$ cat src/rtl/pipe_stage_reg.sv
// Purpose : inter-stage pipeline register (valid/ready) with flush and control-bubble gating.
// Latency : one falling edge from accepted input to out_valid with that entry.
// Backpres: in_ready = !out_valid || out_ready (comb); with PIPE_STAGE_SKID_EN, in_ready = !skid_valid (flop).
//
// Optional feature macro: PIPE_STAGE_SKID_EN (adds one skid entry, registers in_ready).
//
// Ports:
//   clk        stage clock, all state changes on the falling edge
//   rst_n      asynchronous active-low reset
//   flush      squash held and incoming entries at this edge
//   in_valid / in_ready / in_ctrl / in_data      upstream handshake and entry
//   out_valid / out_ready / out_ctrl / out_data  downstream handshake and entry
//   stall_cnt  saturating count of edges with out_valid && !out_ready
module pipe_stage_reg #(
  parameter int DATA_W      = 101,
  parameter int CTRL_W      = 6,
  parameter int STALL_CNT_W = 16
) (
  input  logic                   clk,
  input  logic                   rst_n,
  input  logic                   flush,
  input  logic                   in_valid,
  output logic                   in_ready,
  input  logic [CTRL_W-1:0]      in_ctrl,
  input  logic [DATA_W-1:0]      in_data,
  output logic                   out_valid,
  input  logic                   out_ready,
  output logic [CTRL_W-1:0]      out_ctrl,
  output logic [DATA_W-1:0]      out_data,
  output logic [STALL_CNT_W-1:0] stall_cnt
);

  typedef struct packed {
    logic [CTRL_W-1:0] ctrl;
    logic [DATA_W-1:0] data;
  } entry_t;

  entry_t in_ent;
  entry_t main_q;
  logic   main_load;
  logic   take_in;

  assign in_ent    = {in_ctrl, in_data};
  assign main_load = !out_valid || out_ready;
  // A flush discards the incoming entry even when in_ready is high.
  assign take_in   = in_valid && in_ready && !flush;

  assign out_data  = main_q.data;
  // Invalid slots never present live control bits downstream.
  assign out_ctrl  = out_valid ? main_q.ctrl : '0;

`ifdef PIPE_STAGE_SKID_EN
  logic   skid_valid;
  entry_t skid_q;

  // Registered ready: no combinational path from out_ready.
  assign in_ready = !skid_valid;

  always_ff @(negedge clk or negedge rst_n) begin
    if (!rst_n) begin
      out_valid  <= 1'b0;
      main_q     <= '0;
      skid_valid <= 1'b0;
      skid_q     <= '0;
    end else if (flush) begin
      // Payload is left in place; only the valid flags are squashed.
      out_valid  <= 1'b0;
      skid_valid <= 1'b0;
    end else if (main_load) begin
      if (skid_valid) begin
        // Older skid entry goes first; in_ready was low so no input arrives now.
        main_q     <= skid_q;
        out_valid  <= 1'b1;
        skid_valid <= 1'b0;
      end else if (take_in) begin
        main_q    <= in_ent;
        out_valid <= 1'b1;
      end else begin
        out_valid <= 1'b0;
      end
    end else if (take_in) begin
      // Main is stalled: park the accepted entry and drop in_ready.
      skid_q     <= in_ent;
      skid_valid <= 1'b1;
    end
  end
`else
  assign in_ready = main_load;

  always_ff @(negedge clk or negedge rst_n) begin
    if (!rst_n) begin
      out_valid <= 1'b0;
      main_q    <= '0;
    end else if (flush) begin
      out_valid <= 1'b0;
    end else if (main_load) begin
      if (take_in) begin
        main_q    <= in_ent;
        out_valid <= 1'b1;
      end else begin
        out_valid <= 1'b0;
      end
    end
  end
`endif

  // Stall counter ignores flush; only reset clears it.
  always_ff @(negedge clk or negedge rst_n) begin
    if (!rst_n) begin
      stall_cnt <= '0;
    end else if (out_valid && !out_ready && (stall_cnt != '1)) begin
      stall_cnt <= stall_cnt + 1'b1;
    end
  end

endmodule

$ cat config.mk
export PLATFORM = sky130hd
export DESIGN_NAME = pipe_stage_reg
export DESIGN_NICKNAME = d
export VERILOG_FILES = /design/src/rtl/pipe_stage_reg.sv
export SDC_FILE = /design/constraint.sdc
export NUM_CORES = 1
export LEC_CHECK = 0
export CAP_MARGIN = 5
export CORE_UTILIZATION = 39
export CTS_CLUSTER_DIAMETER = 30
export DETAILED_ROUTE_END_ITERATION = 10
export PLACE_DENSITY = 0.76
export SLEW_MARGIN = 20
export SYNTH_ARGS = -nofsm -noshare
export SYNTH_HDL_FRONTEND = slang
export SYNTH_SLANG_ARGS = --single-unit
$ cat constraint.sdc
create_clock -name clk -period 1.78 [get_ports clk]
set_input_delay 0.534 -clock clk [delete_from_list [all_inputs] [get_ports clk]]
set_output_delay 0.534 -clock clk [all_outputs]
set_load 0.01 [all_outputs]
==> results of run 1 <==
## state kept, by name, summed over array words and instances, names as in the netlist
register / count
out_data: 101
main_q: 6
stall_cnt: 16
out_valid: 1
## layer usage
| metal | global-route usage | vias to the layer above | wire (µm) |
|---|---|---|---|
| li1 | - | 1912 | - |
| met1 | 0.223 | 2125 | 6240 |
| met2 | 0.360 | 169 | 8630 |
| met3 | 0.0682 | 26 | 1260 |
| met4 | 0.0738 | 0 | 261 |
| met5 | 0 | - | 0 |
## final cells by class
cell class	instances	area, µm²
repair buffers	395	3570
clock buffers	21	460
fillers	1010	4830
flip-flops and latches	124	3100
inverters	2	10.0
multi-input cells	172	2180
well taps	184	230
clock inverters	11	95.1
## stage by stage
stage,total power [mW],instances,utilization
3_3_place_gp,6.03,773,0.552
2_1_floorplan,5.07,413,-
6_report,9.99,909,0.667
4_1_cts,9.61,864,0.634
3_5_place_dp,6.10,773,0.552
5_1_grt,10.4,909,0.667
## placed cells by master, fill, tap and decap left out, drive strengths merged, types with 3 or more instances in the layout
master	netlist	layout
buf	114	281
dfrtn	124	124
mux2	108	108
clkdlybuf4s50	0	107
clkbuf	1	23
xor2	9	9
nand4	8	8
clkinv	0	7
a21oi	7	7
and2	6	6
nor2	6	6
clkdlybuf4s15	0	5
nand2	5	5
nor3	5	5
clkinvlp	0	3
nor3b	3	3
## cells by family after synthesis
kind of cell | synth area share
AOI/OAI and AO/OA | 0.0106
buffers and inverters | 0.159
DFF | 0.537
xor gates and xnor gates | 0.0152
adders and majority gates | 0.00217
muxes | 0.232
and+or+nand+nor | 0.0435
## worst register-to-register path, delay by kind of cell, from the launching register on
| kind | cells | cell delay, ps |
|---|---|---|
| xor gates and xnor gates | 1 | 130 |
| AOI/OAI and AO/OA | 1 | 110 |
| buffers and inverters | 5 | 560 |
| and+or+nand+nor | 2 | 580 |
| DFF | 1 | 400 |
## timing repair
item,4_1_cts,5_1_grt
gates cloned,7,0
pin swaps,12,6
gates resized for setup,646,49
setup buffers,53,53
endpoints found under the setup margin,249,248
## how the worst max path moves through the flow
stage,end,depth (start not counted),slack (ps),from
6_report,in_ready,5,-970,out_valid$_DFFE_NN0P_
5_1_grt,out_ctrl[4],3,-1020,out_valid$_DFFE_NN0P_
4_1_cts,out_ctrl[4],3,-960,out_valid$_DFFE_NN0P_
3_5_place_dp,out_data[33]$_DFFE_NN0P_,6,-1360,out_ready
3_3_place_gp,out_data[18]$_DFFE_NN0P_,6,-1340,out_ready
2_1_floorplan,out_data[54]$_DFFE_NN0P_,7,-820,out_ready
## where the power goes
part	internal [mW]	switching, mW
logic	1.99	1.12
registers	3.34	0.293
clock network	1.98	1.26
==> run_results.csv, run 1 <==
group,metric,value,unit
floorplan,die_area,15300,µm²
drt,drt-pass1-iter-count,4,
setup_path,cp-end-kind,"primary output",
timing,timing.hold.ws,453,ps
grt,track_usage,0.203,
timing,grt_setup_unrepaired,"true",
clock_network,numCtsBuffers,17,
hold_path,worst_hold_path.endpoint,"main_q[104]$_DFFE_NN0P_",
timing,final.setup.worst_slack,-966,ps
layout,post-route-cell-area,9650,µm²
pwr,peakVddDrop,0.687,mV
setup_path,cpMostUsedCell,"buf_6",
drt,routedWlPerCell,18.0,µm
setup_path,path_max_fanout,2,
clock_network,cts_buffer_depth,2,
logic_synthesis,ys_ff_latch,124,
logic_synthesis,yosys.cell_count.top_type,"dfrtn_1",
logic_synthesis,synth_nets,526,
hold_path,worstHoldPathType,"register to register",
timing,worst_pin_slew,400,ps
logic_synthesis,synth_warnings,0,
setup_path,r2r_cells,9,
setup_path,critPathMaxStageDelay,420,ps
logic_synthesis,syn_avg_cell_area,14.0,µm²
logic_synthesis,synth-seq-area-share,0.537,
setup_path,rrSetupSlack,-160,ps
floorplan,chipWidth,124,µm
logic_synthesis,synthCells,413,
clock_network,clkLatencyLatePin,390,ps
drt,drtIter0Drc,140,
status,violations,"setup timing",
floorplan,initial_utilization,0.399,
logic_synthesis,synth_edf_count,0,
grt,gr-total-overflow,0,
layout,synthToLayoutAreaGrowth,67.1,%
timing,final-setup-viol-count,249,
grt,grt_pass1_vias,4331,
grt,grt_max_degree,34,
setup_path,r2r-end,"stall_cnt[0]$_DFFE_NN0P_",
timing,finalSetupTns,-147950,ps
floorplan,fp.dieH,124,µm
hold_path,hold_depth,1,
timing,maxSlewHeadroom,0.733,
timing,hold_viol,0,
placement,placed_cell_area,8000,µm²
setup_path,cpMaxStageDelayCell,"dfrtn_1",
placement,hpwl,9770,µm
setup_path,cp_cell_sequence,"nor2b_4 > buf_6 > inv_4 > buf_6 > buf_6",
clock_network,htreeDepth,4,
hold_path,min_from,"main_q[104]$_DFFE_NN0P_",
pwr,p_leak,4.68,nW
logic_synthesis,synth_top_area_cell,"dfrtn_1",
layout,diodes,0,
grt,grt_pass1_wl,23100,µm
setup_path,critical_path_buf_inv_count,4,
drt,vias_per_cell,4.66,
logic_synthesis,synthTopCellsByCount,"124 x dfrtn_1, 108 x buf_4, 78 x mux2_2",
floorplan,num_io_pins,237,
placement,io_buffers,236,
logic_synthesis,yosys-top-cells-area,"dfrtn_1 54%, mux2_2 15%, buf_4 14%",
clock_network,cts_tree,"yes",
setup_path,critPathKind,"register to primary output",
clock_network,clock-sinks,124,
layout,nets,825,
logic_synthesis,synthFlopType,"dfrtn_1",
clock_network,cts_root_buf,"clkbuf_16",
setup_path,worst_ep_arrival_time,2210,ps
drt,drc,0,
floorplan,core,14500,µm²
grt,antenna_found_initial,0,
clock_network,cts_hold_buf,0,
placement,place_congestion,0.825,
logic_synthesis,synthArstFlopShare,1.00,
floorplan,rows,44,
setup_path,required,1250,ps
drt,ant_nets,0,
timing,slew_violations,0,
layout,final_layout_size_suffix_gt1_frac,0.615,
setup_path,start_kind,"register",
setup_path,path_delay_family,"flip-flops",
setup_path,worstReg2RegStart,"stall_cnt[8]$_DFFE_NN0P_",
drt,vias,4232,
logic_synthesis,ys_types,32,
logic_synthesis,synth_top_area_frac,0.537,
status,status,"complete, but fails checks",
timing,fin_skew,7.87,ps
drt,totalWireLength,16400,µm
logic_synthesis,syn_area,5780,µm²
clock_network,clkTransAtPathRegs,40,ps
placement,dp_slack,-1360,ps
job,drv_cap,0,
pwr,power.density,1030,nW/µm²
Power figures use the tool's default switching activity.
==> inputs of run 2 (changes only) <==
--- a/config.mk
+++ b/config.mk
@@ -6,6 +6,7 @@
 export NUM_CORES = 1
 export LEC_CHECK = 0
 export CAP_MARGIN = 5
+export CORE_MARGIN = 2
 export CORE_UTILIZATION = 39
 export CTS_CLUSTER_DIAMETER = 30
 export DETAILED_ROUTE_END_ITERATION = 10
==> run_results.csv, run 2 (synthesized netlist as in run 1, its figures left out) <==
group,metric,value,unit
status,status,"complete, but fails checks",
status,violations,"setup timing",
clock_network,clock-sinks,124,
drt,ant_nets,0,
setup_path,cp_cell_sequence,"nor2b_4 > buf_6 > inv_4 > buf_6 > buf_6",
setup_path,critPathMaxStageDelay,450,ps
job,drv_cap,0,
pwr,power.density,1050,nW/µm²
grt,antenna_found_initial,0,
pwr,p_leak,4.69,nW
placement,dpl.cell_count,768,
timing,final.setup.worst_slack,-1060,ps
grt,grt_pass1_vias,4409,
drt,met3WireLength,1050,µm
pwr,swShare,0.259,
clock_network,clkTransAtPathRegs,40,ps
layout,post-route-cell-area,9620,µm²
layout,layout_common_cells,"124 x dfrtn_1, 109 x buf_4, 108 x mux2_4",
setup_path,rrSetupSlack,-130,ps
timing,fin_skew,8.30,ps
floorplan,initial_utilization,0.399,
timing,final-setup-viol-count,249,
hold_path,worstHoldPathType,"register to register",
timing,hold_viol,0,
clock_network,htreeDepth,4,
drt,drt-pass1-iter-count,4,
setup_path,worstReg2RegStart,"stall_cnt[0]$_DFFE_NN0P_",
pwr,p_switching,2.60,mW
drt,routedWlPerCell,18.7,µm
layout,largest_reg_flops,101,
pwr,peakVddDrop,0.564,mV
drt,drc,0,
grt,gr-total-overflow,0,
layout,stdcell_count,898,
timing,grt_setup_unrepaired,"true",
timing,finalSetupTns,-156010,ps
layout,layout_commonest_cell,"dfrtn_1",
drt,drt-met1-wl,6850,µm
pwr,fin_total_pwr,10.1,mW
setup_path,cp-end-kind,"primary output",
setup_path,crit_end,"in_ready",
drt,drtIter0Drc,177,
setup_path,required,1250,ps
drt,vias_per_cell,4.68,
timing,worst_pin_slew,308,ps
floorplan,fp.dieH,126,µm
clock_network,cts_tree,"yes",
placement,placed_cell_area,7950,µm²
setup_path,cpMostUsedCell,"buf_6",
drt,dr_wl_met2,8660,µm
setup_path,start_kind,"register",
placement,dp_slack,-1360,ps
layout,diodes,0,
placement,io_buffers,236,
setup_path,critical_path_buf_inv_count,4,
grt,grt_pass1_wl,24600,µm
drt,totalWireLength,16800,µm
setup_path,critPathKind,"register to primary output",
setup_path,startpoint,"out_valid$_DFFE_NN0P_",
setup_path,path_delay_family,"flip-flops",
drt,vias,4199,
placement,hpwl,9950,µm
drt,maxUsedRoutingLayer,"met4",
layout,final_layout_size_suffix_gt1_frac,0.616,
clock_network,cts_root_buf,"clkbuf_16",
setup_path,r2r-end,"stall_cnt[12]$_DFFE_NN0P_",
floorplan,core,14500,µm²
timing,maxSlewHeadroom,0.795,
pwr,pwr-share-clk,0.337,
placement,place_congestion,0.825,
pwr,pwr-share-seq,0.361,
layout,fin_util,0.664,
pwr,p_comb_frac,0.302,
timing,timing.hold.ws,449,ps
clock_network,numCtsBuffers,17,
setup_path,worst_ep_arrival_time,2300,ps
timing,slew_violations,0,
setup_path,path_depth,5,
setup_path,cpMaxStageDelayCell,"dfrtn_1",
pwr,p_int,7.45,mW
floorplan,num_io_pins,237,
grt,track_usage,0.201,
layout,synthToLayoutAreaGrowth,66.5,%
floorplan,chipWidth,126,µm
setup_path,path_max_fanout,2,
clock_network,clkLatencyLatePin,390,ps
setup_path,r2r_cells,7,
layout,nets,815,
grt,grt_max_degree,36,
floorplan,die_area,15800,µm²
floorplan,rows,44,
clock_network,cts_buffer_depth,2,
## run 2: cell count changes in the layout (fill, tap and decap cells not counted), sizes merged
cell           change
clkdlybuf4s15      -4
buf                -7
bufinv             +1
clkinvlp           -2
clkbuf             +4
clkinv             -3
## run 2: worst min-delay path by stage
| stage | from | to | slack [ps] | cells past startpoint |
|---|---|---|---|---|
| final | out_data[75]$_DFFE_NN0P_ | out_data[75]$_DFFE_NN0P_ | 450 | 1 |
| after global routing | out_data[84]$_DFFE_NN0P_ | out_data[84]$_DFFE_NN0P_ | 470 | 1 |
| after CTS | out_data[75]$_DFFE_NN0P_ | out_data[75]$_DFFE_NN0P_ | 450 | 1 |
| after detailed placement | out_data[75]$_DFFE_NN0P_ | out_data[75]$_DFFE_NN0P_ | 450 | 1 |
| after global placement | main_q[103]$_DFFE_NN0P_ | main_q[103]$_DFFE_NN0P_ | 440 | 1 |
| after floorplan | main_q[101]$_DFFE_NN0P_ | main_q[101]$_DFFE_NN0P_ | 430 | 1 |
## run 2: layout make-up
type	count	area [µm²]
Fill cell	993	4860
Timing Repair Buffer	385	3490
Sequential cell	124	3100
Multi-Input combinational cell	172	2200
Clock buffer	24	492
Tap cell	184	230
Clock inverter	7	87.6
Inverter	2	10.0
## run 2: repair_timing
action,CTS,global route
cloned,8,2
hold buffers,0,0
endpoints found under the setup margin,249,248
pin swaps,1,14
buffers inserted,44,50
resized for setup,647,60
## run 2: power by group through the flow
stage / Combinational, mW / Clock [mW] / Sequential (mW)
global route: 3.20 / 3.58 / 3.68
global placement: 2.40 / 0 / 3.61
floorplan: 1.46 / 0 / 3.61
CTS: 2.64 / 3.44 / 3.61
finish: 3.03 / 3.39 / 3.63
detailed placement: 2.46 / 0 / 3.64
## run 2: per-layer routing
layer	global-route usage	vias to the layer above
met2	0.339	177
met1	0.246	2108
li1	-	1890
met3	0.0692	24
met5	0	-
met4	0.0569	0
## run 2: worst reg2reg max path, stage by stage, from the launching register on
cell     delay [ps]
dfrtn_1         420
buf_4           110
buf_4           110
ha_1            160
and3_1          350
nand4_1         250
nor3b_2         260
xor2_1           80
==> inputs of run 3 (changes only) <==
--- a/config.mk
+++ b/config.mk
@@ -6,11 +6,13 @@
 export NUM_CORES = 1
 export LEC_CHECK = 0
 export CAP_MARGIN = 5
+export CELL_PAD_IN_SITES_DETAIL_PLACEMENT = 1
+export CELL_PAD_IN_SITES_GLOBAL_PLACEMENT = 1
 export CORE_MARGIN = 2
-export CORE_UTILIZATION = 39
+export CORE_UTILIZATION = 30
 export CTS_CLUSTER_DIAMETER = 30
 export DETAILED_ROUTE_END_ITERATION = 10
-export PLACE_DENSITY = 0.76
+export PLACE_DENSITY = 0.81
 export SLEW_MARGIN = 20
 export SYNTH_ARGS = -nofsm -noshare
 export SYNTH_HDL_FRONTEND = slang
==> run_results.csv, run 3 (synthesized netlist as in run 1, its figures left out) <==
group,metric,value,unit
status,status,"complete, but fails checks",
status,violations,"setup timing",
pwr,swShare,0.265,
clock_network,clock-sinks,124,
timing,hold_viol,0,
setup_path,cpMaxStageDelayCell,"dfrtn_1",
pwr,p_leak,4.69,nW
grt,gr-total-overflow,0,
setup_path,rrSetupSlack,-160,ps
layout,post-route-cell-area,9700,µm²
placement,place_congestion,0.779,
clock_network,clkTransAtPathRegs,40,ps
timing,fin_skew,6.06,ps
timing,final-setup-viol-count,249,
layout,nets,821,
setup_path,start_kind,"register",
timing,timing.hold.ws,453,ps
hold_path,worstHoldPathType,"register to register",
setup_path,required,1250,ps
layout,layout_common_cells,"124 x dfrtn_1, 114 x buf_4, 108 x mux2_4",
grt,track_usage,0.174,
layout,diodes,0,
floorplan,num_io_pins,237,
setup_path,critPathKind,"register to primary output",
drt,vias,4192,
clock_network,cts_root_buf,"clkbuf_16",
clock_network,cts_buffer_depth,2,
floorplan,rows,50,
drt,drtIter0Drc,82,
pwr,p_comb_frac,0.304,
timing,worst_pin_slew,347,ps
pwr,pwr-share-seq,0.360,
setup_path,worst_ep_arrival_time,2230,ps
pwr,pwr-share-clk,0.336,
grt,grt_pass1_vias,4738,
layout,layout_commonest_cell,"dfrtn_1",
layout,fin_util,0.517,
drt,routedWlPerCell,19.9,µm
setup_path,cp-end-kind,"primary output",
pwr,peakVddDrop,0.855,mV
job,drv_cap,0,
setup_path,cp_cell_sequence,"nor2b_4 > buf_6 > inv_4 > buf_6 > buf_6",
clock_network,cts_tree,"yes",
floorplan,die_area,20400,µm²
floorplan,initial_utilization,0.308,
pwr,power.density,1050,nW/µm²
floorplan,core,18800,µm²
clock_network,cts_hold_buf,0,
drt,drc,0,
setup_path,critPathMaxStageDelay,420,ps
drt,totalWireLength,18900,µm
layout,synthToLayoutAreaGrowth,68.0,%
timing,maxSlewHeadroom,0.769,
drt,vias_per_cell,4.40,
layout,largest_reg_flops,101,
floorplan,chipWidth,143,µm
floorplan,fp.dieH,143,µm
timing,grt_setup_unrepaired,"true",
layout,final_layout_size_suffix_gt1_frac,0.618,
timing,slew_violations,0,
clock_network,htreeDepth,4,
clock_network,clkLatencyLatePin,390,ps
grt,grt_max_degree,47,
clock_network,numCtsBuffers,17,
setup_path,cpMostUsedCell,"buf_6",
pwr,p_int,7.46,mW
drt,ant_nets,0,
timing,final.setup.worst_slack,-980,ps
setup_path,path_max_fanout,2,
grt,grt_pass1_wl,26900,µm
placement,placed_cell_area,8090,µm²
placement,io_buffers,236,
drt,drt-pass1-iter-count,4,
pwr,p_switching,2.69,mW
grt,antenna_found_initial,0,
placement,hpwl,12100,µm
run 3: critical path: cells and delay by family, from the launching register on:
family	cells	cell delay [ps]
flops	1	420
buf+inv	4	370
simple gates	1	160
run 3: what timing repair did:
action,4_1_cts,5_1_grt
gates cloned,6,1
pin swaps,1,9
endpoints found under the setup margin,249,248
resized for setup,634,88
buffers inserted,40,55
run 3: area by class of cell:
type / count / area (µm²)
Tap cell: 234 / 293
Timing Repair Buffer: 391 / 3540
Clock buffer: 22 / 484
Inverter: 2 / 10.0
Clock inverter: 7 / 90.1
Sequential cell: 124 / 3100
Fill cell: 1913 / 9070
Multi-Input combinational cell: 172 / 2180
run 3: stage by stage:
stage	TNS [ps]	cells	setup WS (ps)	total power, mW
final	-158750	952	-980	10.1
after detailed placement	-239310	829	-1420	6.20
after CTS	-154240	904	-983	9.80
after floorplan	-106680	413	-822	5.07
after global placement	-232550	829	-1350	6.06
after global routing	-169770	952	-1030	10.6
run 3: power by group through the flow:
stage	registers [mW]	logic (mW)	clock network [mW]
floorplan	3.61	1.46	0
global placement	3.62	2.44	0
detailed placement	3.66	2.55	0
CTS	3.63	2.69	3.48
global route	3.70	3.26	3.63
finish	3.65	3.08	3.41
run 3: final timing paths:
kind / cells past startpoint / start / to
setup / recovery: 5 / out_valid$_DFFE_NN0P_ / in_ready
hold / removal: 1 / out_data[62]$_DFFE_NN0P_ / out_data[62]$_DFFE_NN0P_
setup reg to reg: 8 / out_valid$_DFFE_NN0P_ / out_data[0]$_DFFE_NN0P_
hold reg to reg: 1 / out_data[62]$_DFFE_NN0P_ / out_data[62]$_DFFE_NN0P_
max in group asynchronous: 2 / rst_n / out_data[58]$_DFFE_NN0P_
min in group asynchronous: 2 / rst_n / out_data[92]$_DFFE_NN0P_
run 3: layer usage:
layer / GRT usage / vias to the layer above / share of wire
li1: - / 1895 / -
met1: 0.193 / 2104 / 0.38
met2: 0.325 / 159 / 0.55
met3: 0.0372 / 34 / 0.043
met4: 0.0615 / 0 / 0.028
met5: 0 / - / 0
